**config.mk**
```make
export PLATFORM = sky130hd
export DESIGN_NAME = serial_bit_feeder_flat
export DESIGN_NICKNAME = d
export VERILOG_FILES = /design/src/rtl/serial_bit_feeder_if.sv /design/src/rtl/serial_bit_feeder.sv /design/src/flat_wrapper.sv
export SDC_FILE = /design/constraint.sdc
export NUM_CORES = 1
export LEC_CHECK = 0
export BUFFER_PORTS_ARGS = -buffer_cell sky130_fd_sc_hd__clkbuf_2
export CAP_MARGIN = 20
export CORE_MARGIN = 1.5
export CORE_UTILIZATION = 51
export DETAILED_ROUTE_END_ITERATION = 10
export GPL_TIMING_DRIVEN = 0
export PLACE_DENSITY = 0.74
export SETUP_SLACK_MARGIN = 0.15
export SLEW_MARGIN = 20
export SYNTH_ARGS = -nofsm -noshare
export SYNTH_HDL_FRONTEND = slang
export SYNTH_SLANG_ARGS = --single-unit
```
**constraint.sdc**
```tcl
create_clock -name clk -period 2.15 [get_ports clk]
set_input_delay 0.215 -clock clk [delete_from_list [all_inputs] [get_ports clk]]
set_output_delay 0.215 -clock clk [all_outputs]
set_load 0.05 [all_outputs]
```
**src/rtl/serial_bit_feeder_if.sv**
```systemverilog
// Load-side valid/ready handshake carrying one parallel word into serial_bit_feeder.
interface serial_bit_feeder_if #(
  parameter int WIDTH = 8
);
  logic [WIDTH-1:0] load_data;
  logic             load_valid;
  logic             load_ready;

  modport master (output load_data, output load_valid, input load_ready);
  modport slave  (input load_data, input load_valid, output load_ready);
endinterface

```
**src/rtl/serial_bit_feeder.sv**
```systemverilog
// Parallel-to-serial stage: shifts a WIDTH-bit word onto x_out, one bit every DIV cycles,
// driving 0 between words so the downstream detector sees a clean zero stream.
//
// state | meaning
// IDLE  | no word in flight, x_out held at 0, ready for a new word
// SHIFT | word in flight, x_out carries the current bit
module serial_bit_feeder #(
  parameter int WIDTH     = 8,
  parameter int DIV       = 1,
  parameter bit MSB_FIRST = 1'b1
) (
  input  logic                clk,
  input  logic                reset_n,
  serial_bit_feeder_if.slave  load,
  output logic                x_out,
  output logic                bit_valid,
  output logic                busy,
  output logic                done
);

  localparam int              CW       = $clog2(WIDTH);
  localparam logic [CW-1:0]   BIT_LAST = CW'(WIDTH - 1);
  localparam logic [7:0]      DIV_LAST = 8'(DIV - 1);

  typedef enum logic {IDLE, SHIFT} state_t;

  state_t           state, state_n;
  logic [WIDTH-1:0] sreg, sreg_n;
  logic [CW-1:0]    bit_cnt, bit_cnt_n;
  logic [7:0]       div_cnt, div_cnt_n;
  logic             armed;
  logic             last, accept;
  logic             head_n, x_n, valid_n, done_n;

  // armed keeps load_ready low until the first edge after reset release
  assign last            = (state == SHIFT) && (bit_cnt == '0) && (div_cnt == '0);
  assign load.load_ready = armed && ((state == IDLE) || last);
  assign accept          = load.load_valid && load.load_ready;

  always_comb begin
    state_n   = state;
    sreg_n    = sreg;
    bit_cnt_n = bit_cnt;
    div_cnt_n = div_cnt;
    case (state)
      IDLE: begin
        if (accept) begin
          state_n   = SHIFT;
          sreg_n    = load.load_data;
          bit_cnt_n = BIT_LAST;
          div_cnt_n = DIV_LAST;
        end
      end
      SHIFT: begin
        if (div_cnt != '0) begin
          div_cnt_n = div_cnt - 8'd1;
        end else if (bit_cnt != '0) begin
          sreg_n    = MSB_FIRST ? (sreg << 1) : (sreg >> 1);
          bit_cnt_n = bit_cnt - CW'(1);
          div_cnt_n = DIV_LAST;
        end else if (accept) begin
          sreg_n    = load.load_data;
          bit_cnt_n = BIT_LAST;
          div_cnt_n = DIV_LAST;
        end else begin
          state_n   = IDLE;
          sreg_n    = '0;
          bit_cnt_n = '0;
          div_cnt_n = '0;
        end
      end
      default: state_n = IDLE;
    endcase
  end

  // Outputs are registered from next-state values so they line up with the state they describe
  always_comb begin
    head_n  = MSB_FIRST ? sreg_n[WIDTH-1] : sreg_n[0];
    valid_n = (state_n == SHIFT);
    x_n     = valid_n && head_n;
    done_n  = valid_n && (bit_cnt_n == '0) && (div_cnt_n == '0);
  end

  always_ff @(posedge clk or negedge reset_n) begin
    if (!reset_n) begin
      state     <= IDLE;
      sreg      <= '0;
      bit_cnt   <= '0;
      div_cnt   <= '0;
      armed     <= 1'b0;
      x_out     <= 1'b0;
      bit_valid <= 1'b0;
      busy      <= 1'b0;
      done      <= 1'b0;
    end else begin
      state     <= state_n;
      sreg      <= sreg_n;
      bit_cnt   <= bit_cnt_n;
      div_cnt   <= div_cnt_n;
      armed     <= 1'b1;
      x_out     <= x_n;
      bit_valid <= valid_n;
      busy      <= valid_n;
      done      <= done_n;
    end
  end

endmodule

```
**src/flat_wrapper.sv**
```systemverilog
// flat-port wrapper written by rule: the top's interface ports become plain ports
module serial_bit_feeder_flat 
#(
  parameter int WIDTH     = 8,
  parameter int DIV       = 1,
  parameter bit MSB_FIRST = 1'b1
)
  (clk, reset_n, x_out, bit_valid, busy, done, load_load_data, load_load_valid, load_load_ready);
  serial_bit_feeder_if #(.WIDTH(WIDTH)) load_i ();
  input  logic clk;
  input  logic reset_n;
  output logic x_out;
  output logic bit_valid;
  output logic busy;
  output logic done;
  input wire logic [$bits(load_i.load_data)-1:0] load_load_data;
  input wire logic [$bits(load_i.load_valid)-1:0] load_load_valid;
  output wire logic [$bits(load_i.load_ready)-1:0] load_load_ready;
  assign load_i.load_data = load_load_data;
  assign load_i.load_valid = load_load_valid;
  assign load_load_ready = load_i.load_ready;
  serial_bit_feeder #(.WIDTH(WIDTH), .DIV(DIV), .MSB_FIRST(MSB_FIRST)) u_core (.clk(clk), .reset_n(reset_n), .load(load_i), .x_out(x_out), .bit_valid(bit_valid), .busy(busy), .done(done));
endmodule
```
* Word level (Yosys, flattened, before mapping)
Cells that the tools add are included.
** Word-level totals
- Flip-flop bits (word level) :: 23
- Bits in latches :: 0
- Memory bits (writable) :: 0
- ROM bits :: 0
- Bits of input ports :: 11
- Output and inout port bits :: 5
- Logic and storage cells :: 45
- Memories :: 0
** Cells by class
- Add/sub/neg operators :: 2
- Multiply operators :: 0
- Div/mod/pow operators :: 0
- Magnitude comparators :: 0
- Eq/ne operators :: 2
- Shift operators :: 0
- Multiplexer cells :: 17
- Bitwise logic cells :: 1
- Reduce and logical (&&, ||, !) cells :: 15
** Operators with widths (count)
- 2-to-1 mux 8 bit :: 6
- case mux 8 bit (2 select lines) :: 2
- zero test 8 bit :: 2
- 2-to-1 mux 3 bit :: 4
- nonzero test 8 bit :: 1
- subtractor 8 x 1 -> 8 bit (second input constant) :: 1
- logical AND 1 bit :: 7
- zero test 3 bit :: 2
- case mux 3 bit (2 select lines) :: 1
- 2-to-1 mux 1 bit :: 3
- nonzero test 3 bit :: 1
- subtractor 3 x 1 -> 3 bit (second input constant) :: 1
- inequality test 2 x 1 -> 1 bit (second input constant) :: 1
- inequality test 2 bit (second input constant) :: 1
- case mux 1 bit (2 select lines) :: 1
- AND reduction 2 bit :: 1
- logical OR 1 bit :: 1
- NOT 1 bit :: 1

* Longest topological paths before layout
Gate-level depths: netlist (run 1).
- Word-level depth :: 13
- Mapped depth :: 8
- Gate-level depth less buffers :: 7

* Least setup slack after synthesis (run 1)
OpenSTA, ideal clock, no wires.
- Path kind :: reg-to-output
- Start point :: register u_core.div_cnt[3]
- End point :: output load_load_ready
- Data arrival time :: 2.080 ns
- Required time :: 1.935 ns
- Slack :: -0.145 ns
- Stages on the path, launching flop included :: 6
- Buffers on the path :: 1
- Path through :: dfrtp_1 > or4_4 > or3_1 > buf_2 > o21ai_0 > and2_1
** Between the ends
- Word-level cells in the longest chain between the ends :: 4
** RTL lines
- from (decl) :: line serial_bit_feeder.sv:30 : logic [7:0] div_cnt, div_cnt_n;
- from (signal assigned) :: line serial_bit_feeder.sv:99 : div_cnt <= div_cnt_n;
- zero test 8 bit :: line serial_bit_feeder.sv:36 : assign last = (state == SHIFT) && (bit_cnt == '0) && (div_cnt == '0);
- logical AND 1 bit :: line serial_bit_feeder.sv:36
- logical OR 1 bit :: line serial_bit_feeder.sv:37 : assign load.load_ready = armed && ((state == IDLE) || last);
- logical AND 1 bit :: line serial_bit_feeder.sv:37
- to (decl) :: line flat_wrapper.sv:18 : output wire logic [$bits(load_i.load_ready)-1:0] load_load_ready;
Every way passes these cells.

* Worst setup path after layout (run 1)
- Start point :: register u_core.div_cnt[6]
- End point :: output load_load_ready
The elaborated chain is that of the path after synthesis.

==> results by group, run 1 <==
Status
  – Status: finished with violations
  – Failing checks: setup timing

Floorplan
  – Initial cell density of the core: 53.0%
  – FP Rows: 18
  – IO Count: 16
  – Core area: 0.00245 sq mm
  – Die W: 53.5 microns
  – Die extent in y: 53.5 microns
  – Die area: 0.00286 sq mm

Global route
  – Largest net degree at the start of global routing: 24
  – Number of global-route vias before repair: 1,161
  – Total grt overflow: 0
  – GRT Total Usage: 25.5%
  – First-pass GRT wire length: 5290 microns
  – Antenna violations before repair: 0

Drt
  – Met2 wire len: 1860 microns
  – Top layer in use: met4
  – Drt drc: 0
  – Met3 WL post-DR: 213 microns
  – DRT Pass-1 Iters: 4
  – Vias/cell: 6.30
  – WL met1: 1530 microns
  – WL final: 3640 microns
  – DRT iter0 DRCs: 71
  – Total number of vias: 1,316
  – ANT nets after route: 0
  – WL/cell: 17.4 microns

Pwr
  – Peak supply drop: 405 uV
  – Power, Total: 0.000661 W
  – Power Density: 385 mW/mm^2
  – Leak: 0.792 nW

Timing
  – Min cycle time layout: 2.44 ns
  – Slew @ Worst Pin: 0.586 ns
  – F_max: 411 MHz
  – Tcrit/Tclk final: 113%
  – Pins Over Slew Limit: 0
  – Hold Vio Cnt, Final: 0
  – RSZ-0062 raised after global routing: yes
  – Worst Skew: 0.0102 ns
  – Slew HR: 61.0%
  – Final setup viols: 10
  – Final Worst Setup Slack: -0.285 ns

Synth
  – Mapped cell area: 0.00130 sq mm
  – Synth Flop Type: dfrtp_1
  – Async SR Flop Fraction: 100%
  – Seq/Total Area, Yosys: 44.2%
  – FF+latch count, synth: 23
  – Ys Warns: 0
  – Netlist cell types: 43
  – Avg Cell Area, Syn: 8.97 sq um
  – Post-Synthesis Cells: 145
  – EDFF count, synth: 0
  – Syn_nets: 160

Setup path
  – CP Class: reg2out
  – Slowest cell on crit path: or4_4
  – Max incr delay on CP: 0.56 ns
  – Crit path max-delay family: simple AND/OR/NAND/NOR gates
  – Crit path cell chain: or4_4 -> or3_4 -> buf_6 -> o21ai_4 -> and2_4 -> clkbuf_16
  – Critical path fanouts, max: 3
  – Worst Path Arrival: 2.22 ns
  – Bufs and invs on worst path: 2
  – CP Capture Type: primary output
  – Nature of the critical path startpoint: flip-flop
  – Worst endpoint required time: 1.93 ns

Cells and area
  – Final-stage net count: 195
  – Filler cell count: 184
  – Ant diodes: 0
  – Register area: 578 sq um
  – Share of cells above drive strength 1: 33.5%
  – Synth-to-Final Area Change: 31.9%
  – Area of the multi-input gates: 758 sq um

Place
  – Post-Place Setup Slack: -0.117 ns
  – Input/output buffers: 15
  – Routability cong.: 0.814
  – Post-DP HPWL: 2190 microns

Clocking
  – TritonCTS Buffers: 3
  – CTS root buffer: clkbuf_4
  – Clock slew at reported path FFs: 0.13 ns
  – # clock sinks: 23
  – Clk buf depth: 2
  – CTS tree: built
  – H-Tree Level Count: 1
  – Worst-Skew Late Latency: 0.31 ns

Worst hold path
  – Worst hold path type: in2reg

Job
  – Max-cap violations: 0
flip-flops by register name, summed over array words and instances, names as in the netlist:
signal,flops
u_core.armed,1
u_core.done,1
u_core.bit_cnt,3
u_core.x_out,1
u_core.div_cnt,8
u_core.bit_valid,1
u_core.sreg,8
final cells by class:
| cell class | count | area share [%] |
|---|---|---|
| multi-input combinational | 107 | 44.2 |
| sequential | 23 | 33.7 |
| timing repair buffer | 30 | 13.8 |
| buffer | 8 | 3.06 |
| tap | 30 | 2.19 |
| clock buffer | 4 | 1.53 |
| inverter | 7 | 1.53 |
synthesized netlist by cell type, types with 2 or more instances:
master,count,share of area (%)
dfrtp_1,23,44
nor2_1,17,4.9
nor3_1,10,3.8
a21oi_1,9,3.5
inv_1,7,2.0
nand3_1,7,2.7
nand2_1,6,1.7
o21ai_0,5,1.9
o31ai_1,5,2.9
and2_1,4,1.9
clkbuf_1,4,1.2
ha_1,4,3.8
nand2b_1,4,1.9
a31oi_1,3,1.4
a31o_2,2,1.3
and3_1,2,0.96
buf_2,2,0.77
nand3b_1,2,1.2
nor4_1,2,0.96
o211ai_1,2,1.2
o41ai_1,2,1.3
or3_1,2,0.96
cell usage in the layout, fill, tap and decap left out, types with 2 or more instances in the layout:
master / instances
dfrtp_1: 21
clkbuf_2: 17
nor2_1: 15
buf_4: 11
inv_1: 7
nor3_1: 7
nand3_1: 7
a21oi_1: 7
nand2_1: 6
o31ai_1: 5
nand2b_1: 4
buf_6: 4
o21ai_1: 4
ha_1: 4
and2_1: 3
clkbuf_1: 3
clkbuf_4: 3
and3_1: 2
nand3b_1: 2
a31oi_1: 2
a31o_2: 2
o211ai_1: 2
o41ai_1: 2
a21oi_2: 2
nor2_2: 2
nor3_2: 2
dfrtp_2: 2
metal layers:
| metal | up-vias | GRT usage [%] |
|---|---|---|
| li1 | 602 | - |
| met1 | 657 | 33.5 |
| met2 | 49 | 42.8 |
| met3 | 8 | 4.52 |
| met4 | 0 | 7.26 |
| met5 | - | 0 |
worst register-to-register path, delay by kind of cell, from the launching register on:
kind	cells	cell delay, ns
buf+inv	3	0.41
simple gates	4	1.36
compound gates	1	0.09
flops	1	0.42
path summary, 6_finish.rpt:
| kind | startpoint | endpoint | slack [ns] | depth (start not counted) |
|---|---|---|---|---|
| worst max-delay path | u_core.div_cnt[6] | load_load_ready | -0.29 | 6 |
| worst min-delay path | load_load_data[3] | u_core.sreg[3] | 0.15 | 3 |
| max in group asynchronous | reset_n | u_core.bit_valid | 1.32 | 2 |
| worst min register to register | u_core.div_cnt[0] | u_core.div_cnt[0] | 0.54 | 1 |
| min in group asynchronous | reset_n | u_core.sreg[7] | 0.42 | 2 |
| worst max register to register | u_core.div_cnt[6] | u_core.done | -0.22 | 8 |
stage by stage:
| stage | cell area (sq um) | instances | setup TNS [ns] | hold slack (ns) | util [%] |
|---|---|---|---|---|---|
| CTS | 1570 | 200 | -0.273 | 0.151 | 63.9 |
| detailed placement | 1420 | 190 | -0.282 | 0.246 | 57.9 |
| global route | 1720 | 209 | -1.50 | 0.148 | 69.9 |
| finish | 1720 | 209 | -0.905 | 0.153 | 69.9 |
| global placement | 1420 | 190 | -0.112 | 0.237 | 57.9 |
| floorplan | 1310 | 145 | 0 | -0.0806 | - |
report_power, final:
group          switching [W]  internal [W]  total (W)
clock               0.000128     0.0000724   0.000200
combinational      0.0000167    0.00000945  0.0000262
sequential       0.000000857      0.000433   0.000434
total               0.000145      0.000515   0.000661
timing repair:
item / 4_1_cts / 5_1_grt
endpoints found under the setup margin: 11 / 12
gates resized for setup: 15 / 22
hold endpoints to repair: 23 / 0
hold buffers: 1 / 0
cloned: 0 / 0
buffers inserted: 5 / 9
pin swaps: 14 / 12
logic make-up (layout without fill, tap and decap cells):
logic type / after synthesis / count (layout) / share of synthesized area [%]
AOI/OAI and AO/OA: 36 / 36 / 18.8
and+or+nand+nor: 65 / 65 / 27.3
DFF: 23 / 23 / 44.2
adders and majority gates: 4 / 4 / 3.85
muxes: 1 / 1 / 0.769
buffers and inverters: 15 / 49 / 4.81
other: 1 / 1 / 0.288
Note: power is estimated with default switching activity, not from simulation.
==> run 2: changes to the inputs <==
--- a/config.mk
+++ b/config.mk
@@ -5,7 +5,7 @@
 export SDC_FILE = /design/constraint.sdc
 export NUM_CORES = 1
 export LEC_CHECK = 0
-export BUFFER_PORTS_ARGS = -buffer_cell sky130_fd_sc_hd__clkbuf_2
+export BUFFER_PORTS_ARGS = -buffer_cell sky130_fd_sc_hd__buf_2
 export CAP_MARGIN = 20
 export CORE_MARGIN = 1.5
 export CORE_UTILIZATION = 51
==> results by group, run 2 (synthesis results as in run 1) <==
Place
  – Input/output buffers: 15 (unchanged)
  – Routability cong.: 0.838 (was 0.814)
  – Post-DP HPWL: 2160 microns (was 2190 microns)
  – Placed cell area: 0.00142 sq mm (unchanged)

Timing
  – Final setup viols: 2 (was 10)
  – Setup_tns: -0.345 ns (was -0.905 ns)
  – RSZ-0062 raised after global routing: yes (unchanged)
  – Slew @ Worst Pin: 0.512 ns (was 0.586 ns)
  – Pins Over Slew Limit: 0 (unchanged)
  – Tcrit/Tclk final: 112% (was 113%)
  – Hold Vio Cnt, Final: 0 (unchanged)
  – F_max: 415 MHz (was 411 MHz)
  – Slew HR: 65.4% (was 61.0%)
  – Final Worst Setup Slack: -0.263 ns (was -0.285 ns)
  – Min cycle time layout: 2.41 ns (was 2.44 ns)
  – Worst Skew: 0.00448 ns (was 0.0102 ns)

Cells and area
  – Most frequent cells in the layout: dfrtp_1, nor2_1, buf_4, buf_2, a21oi_1 (was dfrtp_1, clkbuf_2, nor2_1)
  – Top flop regs: u_core.div_cnt: 8 flops, u_core.sreg: 8 flops, u_core.bit_cnt: 3 flops (unchanged)
  – Share of cells above drive strength 1: 37.4% (was 33.5%)
  – Final instance area: 0.00175 sq mm (was 0.00172 sq mm)
  – Most common cell after layout, fill and taps aside: dfrtp_1 (unchanged)
  – Ant diodes: 0 (unchanged)
  – Register area: 578 sq um (unchanged)
  – Synth-to-Final Area Change: 34.3% (was 31.9%)
  – Filler cell count: 190 (was 184)
  – Final-stage net count: 198 (was 195)
  – Area of the multi-input gates: 782 sq um (was 758 sq um)
  – Final Util: 71.2% (was 69.9%)

Global route
  – Gr busiest metal: met2 (unchanged)
  – Antenna violations before repair: 0 (unchanged)
  – First-pass GRT wire length: 4980 microns (was 5290 microns)
  – Total grt overflow: 0 (unchanged)
  – Largest net degree at the start of global routing: 24 (unchanged)
  – GRT Total Usage: 23.7% (was 25.5%)
  – Number of global-route vias before repair: 1,135 (was 1,161)
  – Met2 usage in global routing: 37.7% (was 42.8%)
  – Met1 GRT Util: 33.2% (was 33.5%)
  – Global Route met3 Usage: 3.11% (was 4.52%)

Floorplan
  – Initial cell density of the core: 53.0% (unchanged)
  – Core area: 0.00245 sq mm (unchanged)
  – Die W: 53.5 microns (unchanged)
  – FP Rows: 18 (unchanged)
  – Die area: 0.00286 sq mm (unchanged)
  – IO Count: 16 (unchanged)
  – Die extent in y: 53.5 microns (unchanged)

Drt
  – DRT iter0 DRCs: 37 (was 71)
  – WL/cell: 16.7 microns (was 17.4 microns)
  – Drt drc: 0 (unchanged)
  – Vias/cell: 6.07 (was 6.30)
  – ANT nets after route: 0 (unchanged)
  – Total number of vias: 1,286 (was 1,316)
  – DRT Pass-1 Iters: 4 (unchanged)
  – WL final: 3540 microns (was 3640 microns)

Pwr
  – Gate power share: 3.9% (was 4.0%)
  – Peak supply drop: 308 uV (was 405 uV)
  – Int Pwr: 0.000516 W (was 0.000515 W)
  – Sw Ratio: 22.7% (was 22.0%)
  – Leak: 0.820 nW (was 0.792 nW)
  – Power Density: 382 mW/mm^2 (was 385 mW/mm^2)
  – Switch Pwr: 0.000151 W (was 0.000145 W)
  – Clk network pwr share: 31.0% (was 30.3%)
  – Sequential share of power: 65.1% (was 65.7%)

Setup path
  – Worst Setup SP: u_core.div_cnt[6] (unchanged)
  – Worst Path Arrival: 2.20 ns (was 2.22 ns)
  – CP Capture Type: primary output (unchanged)
  – Worst R2R Setup Slack: -0.08 ns (was -0.22 ns)
  – Nature of the critical path startpoint: flip-flop (unchanged)
  – Worst endpoint required time: 1.93 ns (about the same)
  – Critical path fanouts, max: 3 (unchanged)
  – Worst Reg-to-Reg Cells: 8 (unchanged)
  – CP Class: reg2out (unchanged)
  – Reg2reg start: u_core.div_cnt[6] (unchanged)
  – Worst setup path end: load_load_ready (unchanged)
  – Max incr delay on CP: 0.55 ns (was 0.56 ns)
  – Worst r2r dst: u_core.done (unchanged)
  – Crit path cell chain: or4_4 -> or3_4 -> buf_6 -> o21ai_4 -> and2_4 -> buf_8 (was or4_4 -> or3_4 -> buf_6 -> o21ai_4 -> and2_4 -> clkbuf_16)
  – Slowest cell on crit path: or4_4 (unchanged)

Clocking
  – # clock sinks: 23 (unchanged)
  – H-Tree Level Count: 1 (unchanged)
  – Clk buf depth: 2 (unchanged)
  – Worst-Skew Late Latency: 0.32 ns (was 0.31 ns)
  – CTS root buffer: clkbuf_4 (unchanged)
  – CTS tree: built (unchanged)
  – Clock slew at reported path FFs: 0.13 ns (about the same)
  – TritonCTS Buffers: 3 (unchanged)

Status
  – Status: finished with violations (unchanged)
  – Failing checks: setup timing (unchanged)

Worst hold path
  – Worst hold path type: in2reg (unchanged)

Job
  – Max-cap violations: 0 (unchanged)
==> run 2: cell types whose count changed in the layout (fill, tap and decap cells not counted), moves of 3 or more <==
cell	previous run	this run
clkbuf_2	17	3
buf_6	4	7
buf_2	0	14
buf_4	11	14
==> run 2: metal layers <==
metal	vias to the layer above	share of wire [%]
met5	-	0
met4	0	1.3
met3	4	6.3
met2	44	49
met1	632	43
li1	606	-
==> run 2: area by class of cell <==
cell class / count / area share, %
Buffer: 8 / 3.44
Clock buffer: 4 / 1.50
Inverter: 7 / 1.50
Multi-Input combinational cell: 107 / 44.7
Sequential cell: 23 / 33.1
Tap cell: 30 / 2.15
Timing Repair Buffer: 33 / 13.6
==> run 2: metrics by stage <==
stage                     hold slack [ns]  power [W]  setup WS, ns  instances
after floorplan                   -0.0806   0.000447         0.157        145
after global placement              0.215   0.000466       -0.0915        190
after detailed placement            0.223   0.000467       -0.0968        190
after CTS                           0.150   0.000664        -0.229        200
after global routing                0.178   0.000689        -0.326        212
final                               0.174   0.000667        -0.263        212
==> run 2: how the worst min path moves through the flow <==
stage,from,endpoint,cells past startpoint
2_1_floorplan,reset_n,u_core.armed,0
3_3_place_gp,reset_n,u_core.sreg[0],1
3_5_place_dp,reset_n,u_core.bit_cnt[0],1
4_1_cts,load_load_data[7],u_core.sreg[7],3
5_1_grt,load_load_data[2],u_core.sreg[2],3
6_report,load_load_data[7],u_core.x_out,3
==> run 2: power by group through the flow <==
stage / logic [W] / registers [W] / clock network [W]
detailed placement: 0.0000243 / 0.000443 / 0
global route: 0.0000295 / 0.000435 / 0.000225
finish: 0.0000260 / 0.000434 / 0.000207
global placement: 0.0000236 / 0.000443 / 0
CTS: 0.0000258 / 0.000434 / 0.000204
floorplan: 0.00000486 / 0.000443 / 0
==> run 2: critical path: cells and delay by family (launching register included) <==
kind / cells / cell delay [ns]
AND/OR/NAND/NOR: 3 / 1.06
flip-flops: 1 / 0.41
buffers and inverters: 2 / 0.27
AO/OA/AOI/OAI: 1 / 0.15
==> run 2: timing repair <==
item | CTS | global route
setup endpoints to repair | 12 | 13
hold buffers | 1 | 0
buffers inserted | 5 | 12
resized for setup | 14 | 32
pin swaps | 4 | 20
hold endpoints to repair | 23 | 0
gates cloned | 0 | 0
==> run 3: changes to the inputs <==
--- a/config.mk
+++ b/config.mk
@@ -8,10 +8,10 @@
 export BUFFER_PORTS_ARGS = -buffer_cell sky130_fd_sc_hd__buf_2
 export CAP_MARGIN = 20
 export CORE_MARGIN = 1.5
-export CORE_UTILIZATION = 51
+export CORE_UTILIZATION = 55
 export DETAILED_ROUTE_END_ITERATION = 10
 export GPL_TIMING_DRIVEN = 0
-export PLACE_DENSITY = 0.74
+export PLACE_DENSITY = 0.76
 export SETUP_SLACK_MARGIN = 0.15
 export SLEW_MARGIN = 20
 export SYNTH_ARGS = -nofsm -noshare
==> constraint.sdc (replaced) <==
create_clock -name clk -period 2.5 [get_ports clk]
set_input_delay 0.25 -clock clk [delete_from_list [all_inputs] [get_ports clk]]
set_output_delay 0.25 -clock clk [all_outputs]
set_load 0.05 [all_outputs]
==> results by group, run 3 (synthesis results as in run 1) <==
Timing
  – Fin Hold WS: 0.181 ns (was 0.174 ns)
  – RSZ-0062 raised after global routing: yes (unchanged)
  – Worst Skew: 0.00690 ns (was 0.00448 ns)
  – Pins Over Slew Limit: 0 (unchanged)
  – Setup_tns: 0 ns (was -0.345 ns)
  – Tcrit/Tclk final: 96.5%
  – Slew @ Worst Pin: 0.550 ns (was 0.512 ns)
  – Hold Vio Cnt, Final: 0 (unchanged)
  – Min cycle time layout: 2.41 ns
  – Final setup viols: 0 (was 2)
  – Slew HR: 63.2% (was 65.4%)
  – Final Worst Setup Slack: 0.0865 ns (was -0.263 ns)
  – F_max: 414 MHz

Clocking
  – H-Tree Level Count: 1 (unchanged)
  – CTS tree: built (unchanged)
  – TritonCTS Buffers: 3 (unchanged)
  – Worst-Skew Late Latency: 0.32 ns (about the same)
  – CTS root buffer: clkbuf_4 (unchanged)
  – Clk buf depth: 2 (unchanged)
  – Clock slew at reported path FFs: 0.13 ns (about the same)
  – # clock sinks: 23 (unchanged)

Global route
  – Number of global-route vias before repair: 1,094 (was 1,135)
  – Gr busiest metal: met2 (unchanged)
  – Met2 usage in global routing: 41.0% (was 37.7%)
  – Largest net degree at the start of global routing: 24 (unchanged)
  – Total grt overflow: 0 (unchanged)
  – Global Route met3 Usage: 4.31% (was 3.11%)
  – Antenna violations before repair: 0 (unchanged)
  – GRT Total Usage: 25.0% (was 23.7%)
  – Met1 GRT Util: 32.3% (was 33.2%)
  – First-pass GRT wire length: 4860 microns (was 4980 microns)

Cells and area
  – Synth-to-Final Area Change: 18.3% (was 34.3%)
  – Area of the multi-input gates: 689 sq um (was 782 sq um)
  – Most frequent cells in the layout: dfrtp_1, nor2_1, buf_2 (was dfrtp_1, nor2_1, buf_4, buf_2, a21oi_1)
  – Filler cell count: 202 (was 190)
  – Share of cells above drive strength 1: 22.2% (was 37.4%)
  – Final-stage net count: 187 (was 198)
  – Final std cells w/o fill: 199 (was 212)
  – Top flop regs: u_core.div_cnt: 8 flops, u_core.sreg: 8 flops, u_core.bit_cnt: 3 flops (unchanged)
  – Most common cell after layout, fill and taps aside: dfrtp_1 (unchanged)
  – Register area: 576 sq um (was 578 sq um)
  – Ant diodes: 0 (unchanged)

Setup path
  – Slowest cell on crit path: or4_4 (unchanged)
  – Worst R2R Setup Slack: 0.25 ns (was -0.08 ns)
  – Reg2reg start: u_core.div_cnt[3] (was u_core.div_cnt[6])
  – Crit path cell chain: or4_4 -> or3_1 -> buf_6 -> o21ai_4 -> and2_4 -> buf_8 (was or4_4 -> or3_4 -> buf_6 -> o21ai_4 -> and2_4 -> buf_8)
  – Worst r2r dst: u_core.done (unchanged)
  – Nature of the critical path startpoint: flip-flop (unchanged)
  – CP Class: reg2out (unchanged)
  – Critical path fanouts, max: 6 (was 3)
  – Max incr delay on CP: 0.54 ns (was 0.55 ns)
  – Worst Reg-to-Reg Cells: 7 (was 8)
  – Worst Path Arrival: 2.16 ns (was 2.20 ns)
  – Worst endpoint required time: 2.25 ns (was 1.93 ns)
  – CP Capture Type: primary output (unchanged)

Drt
  – ANT nets after route: 0 (unchanged)
  – DRT Pass-1 Iters: 6 (was 4)
  – Total number of vias: 1,183 (was 1,286)
  – Drt drc: 0 (unchanged)
  – Vias/cell: 5.94 (was 6.07)
  – DRT iter0 DRCs: 53 (was 37)
  – WL final: 3010 microns (was 3540 microns)
  – WL/cell: 15.1 microns (was 16.7 microns)

Place
  – Post-DP HPWL: 2030 microns (was 2160 microns)
  – Dpl cells: 188 (was 190)
  – Routability cong.: 0.925 (was 0.838)
  – Input/output buffers: 15 (unchanged)
  – Post-Place Setup Slack: 0.0680 ns (was -0.0968 ns)

Pwr
  – Power Density: 371 mW/mm^2 (was 382 mW/mm^2)
  – Peak supply drop: 283 uV (was 308 uV)
  – Leak: 0.692 nW (was 0.820 nW)
  – Power, Total: 0.000570 W (was 0.000667 W)

Floorplan
  – IO Count: 16 (unchanged)
  – Die extent in y: 51.6 microns (was 53.5 microns)
  – Core area: 0.00223 sq mm (was 0.00245 sq mm)
  – Die W: 51.6 microns (was 53.5 microns)
  – Die area: 0.00267 sq mm (was 0.00286 sq mm)
  – FP Rows: 17 (was 18)
  – Initial cell density of the core: 58.3% (was 53.0%)

Worst hold path
  – WHS Endpoint: u_core.sreg[5] (was u_core.x_out)
  – Min-delay src: load_load_data[5] (was load_load_data[7])
  – Hold depth: 3 (unchanged)
  – Worst hold path type: in2reg (unchanged)

Job
  – Max-cap violations: 0 (unchanged)

Status
  – Status: finished clean (was finished with violations)
run 3: cell types whose count changed in the layout (fill, tap and decap cells not counted), sizes merged:
cell	previous run	this run
buf	36	24
clkbuf	8	9
run 3: worst max path at each step:
stage,depth (start not counted),from,slack (ns),endpoint
after detailed placement,6,u_core.div_cnt[3],0.07,load_load_ready
after global placement,6,u_core.div_cnt[3],0.10,load_load_ready
final,6,u_core.div_cnt[5],0.09,load_load_ready
after global routing,6,u_core.div_cnt[5],0.04,load_load_ready
after CTS,6,u_core.div_cnt[5],0.09,load_load_ready
after floorplan,5,u_core.div_cnt[3],0.17,load_load_ready
run 3: report_power, final:
| group | switching [W] | leakage, nW | internal, W |
|---|---|---|---|
| Sequential | 0.000000919 | 0.278 | 0.000373 |
| Combinational | 0.0000132 | 0.399 | 0.00000803 |
| Clock | 0.000113 | 0.0150 | 0.0000624 |
run 3: metrics by stage:
step                      cell area (sq um)  util (%)
final                                  1540      68.9
after global placement                 1410      63.2
after global routing                   1540      68.9
after floorplan                        1300         -
after detailed placement               1410      63.2
after CTS                              1490      66.9
run 3: layer usage:
layer | vias up | share of wire (%) | routed length (microns)
li1 | 578 | - | -
met1 | 557 | 46 | 1380
met2 | 42 | 48 | 1450
met3 | 6 | 4.4 | 133
met4 | 0 | 1.3 | 40
met5 | - | 0 | 0
run 3: cell type report:
class | count | share of cell area, %
Buffer | 8 | 3.01
Clock buffer | 4 | 1.71
Inverter | 7 | 1.71
Multi-Input combinational cell | 107 | 44.8
Sequential cell | 23 | 37.4
Tap cell | 28 | 2.28
Timing Repair Buffer | 22 | 9.11
run 3: worst max-delay path: cells and delay by family, from the launching register on:
family | cells | cell delay [ns]
flip-flops | 1 | 0.40
AND/OR/NAND/NOR | 3 | 1.03
AO/OA/AOI/OAI | 1 | 0.13
buffers and inverters | 2 | 0.28
run 3: repair_timing:
item,CTS,global route
endpoints found under the setup margin,1,9
buffers inserted,4,2
resized for setup,6,8
pin swaps,3,0
endpoints found under the hold margin,23,0
hold buffers,1,0
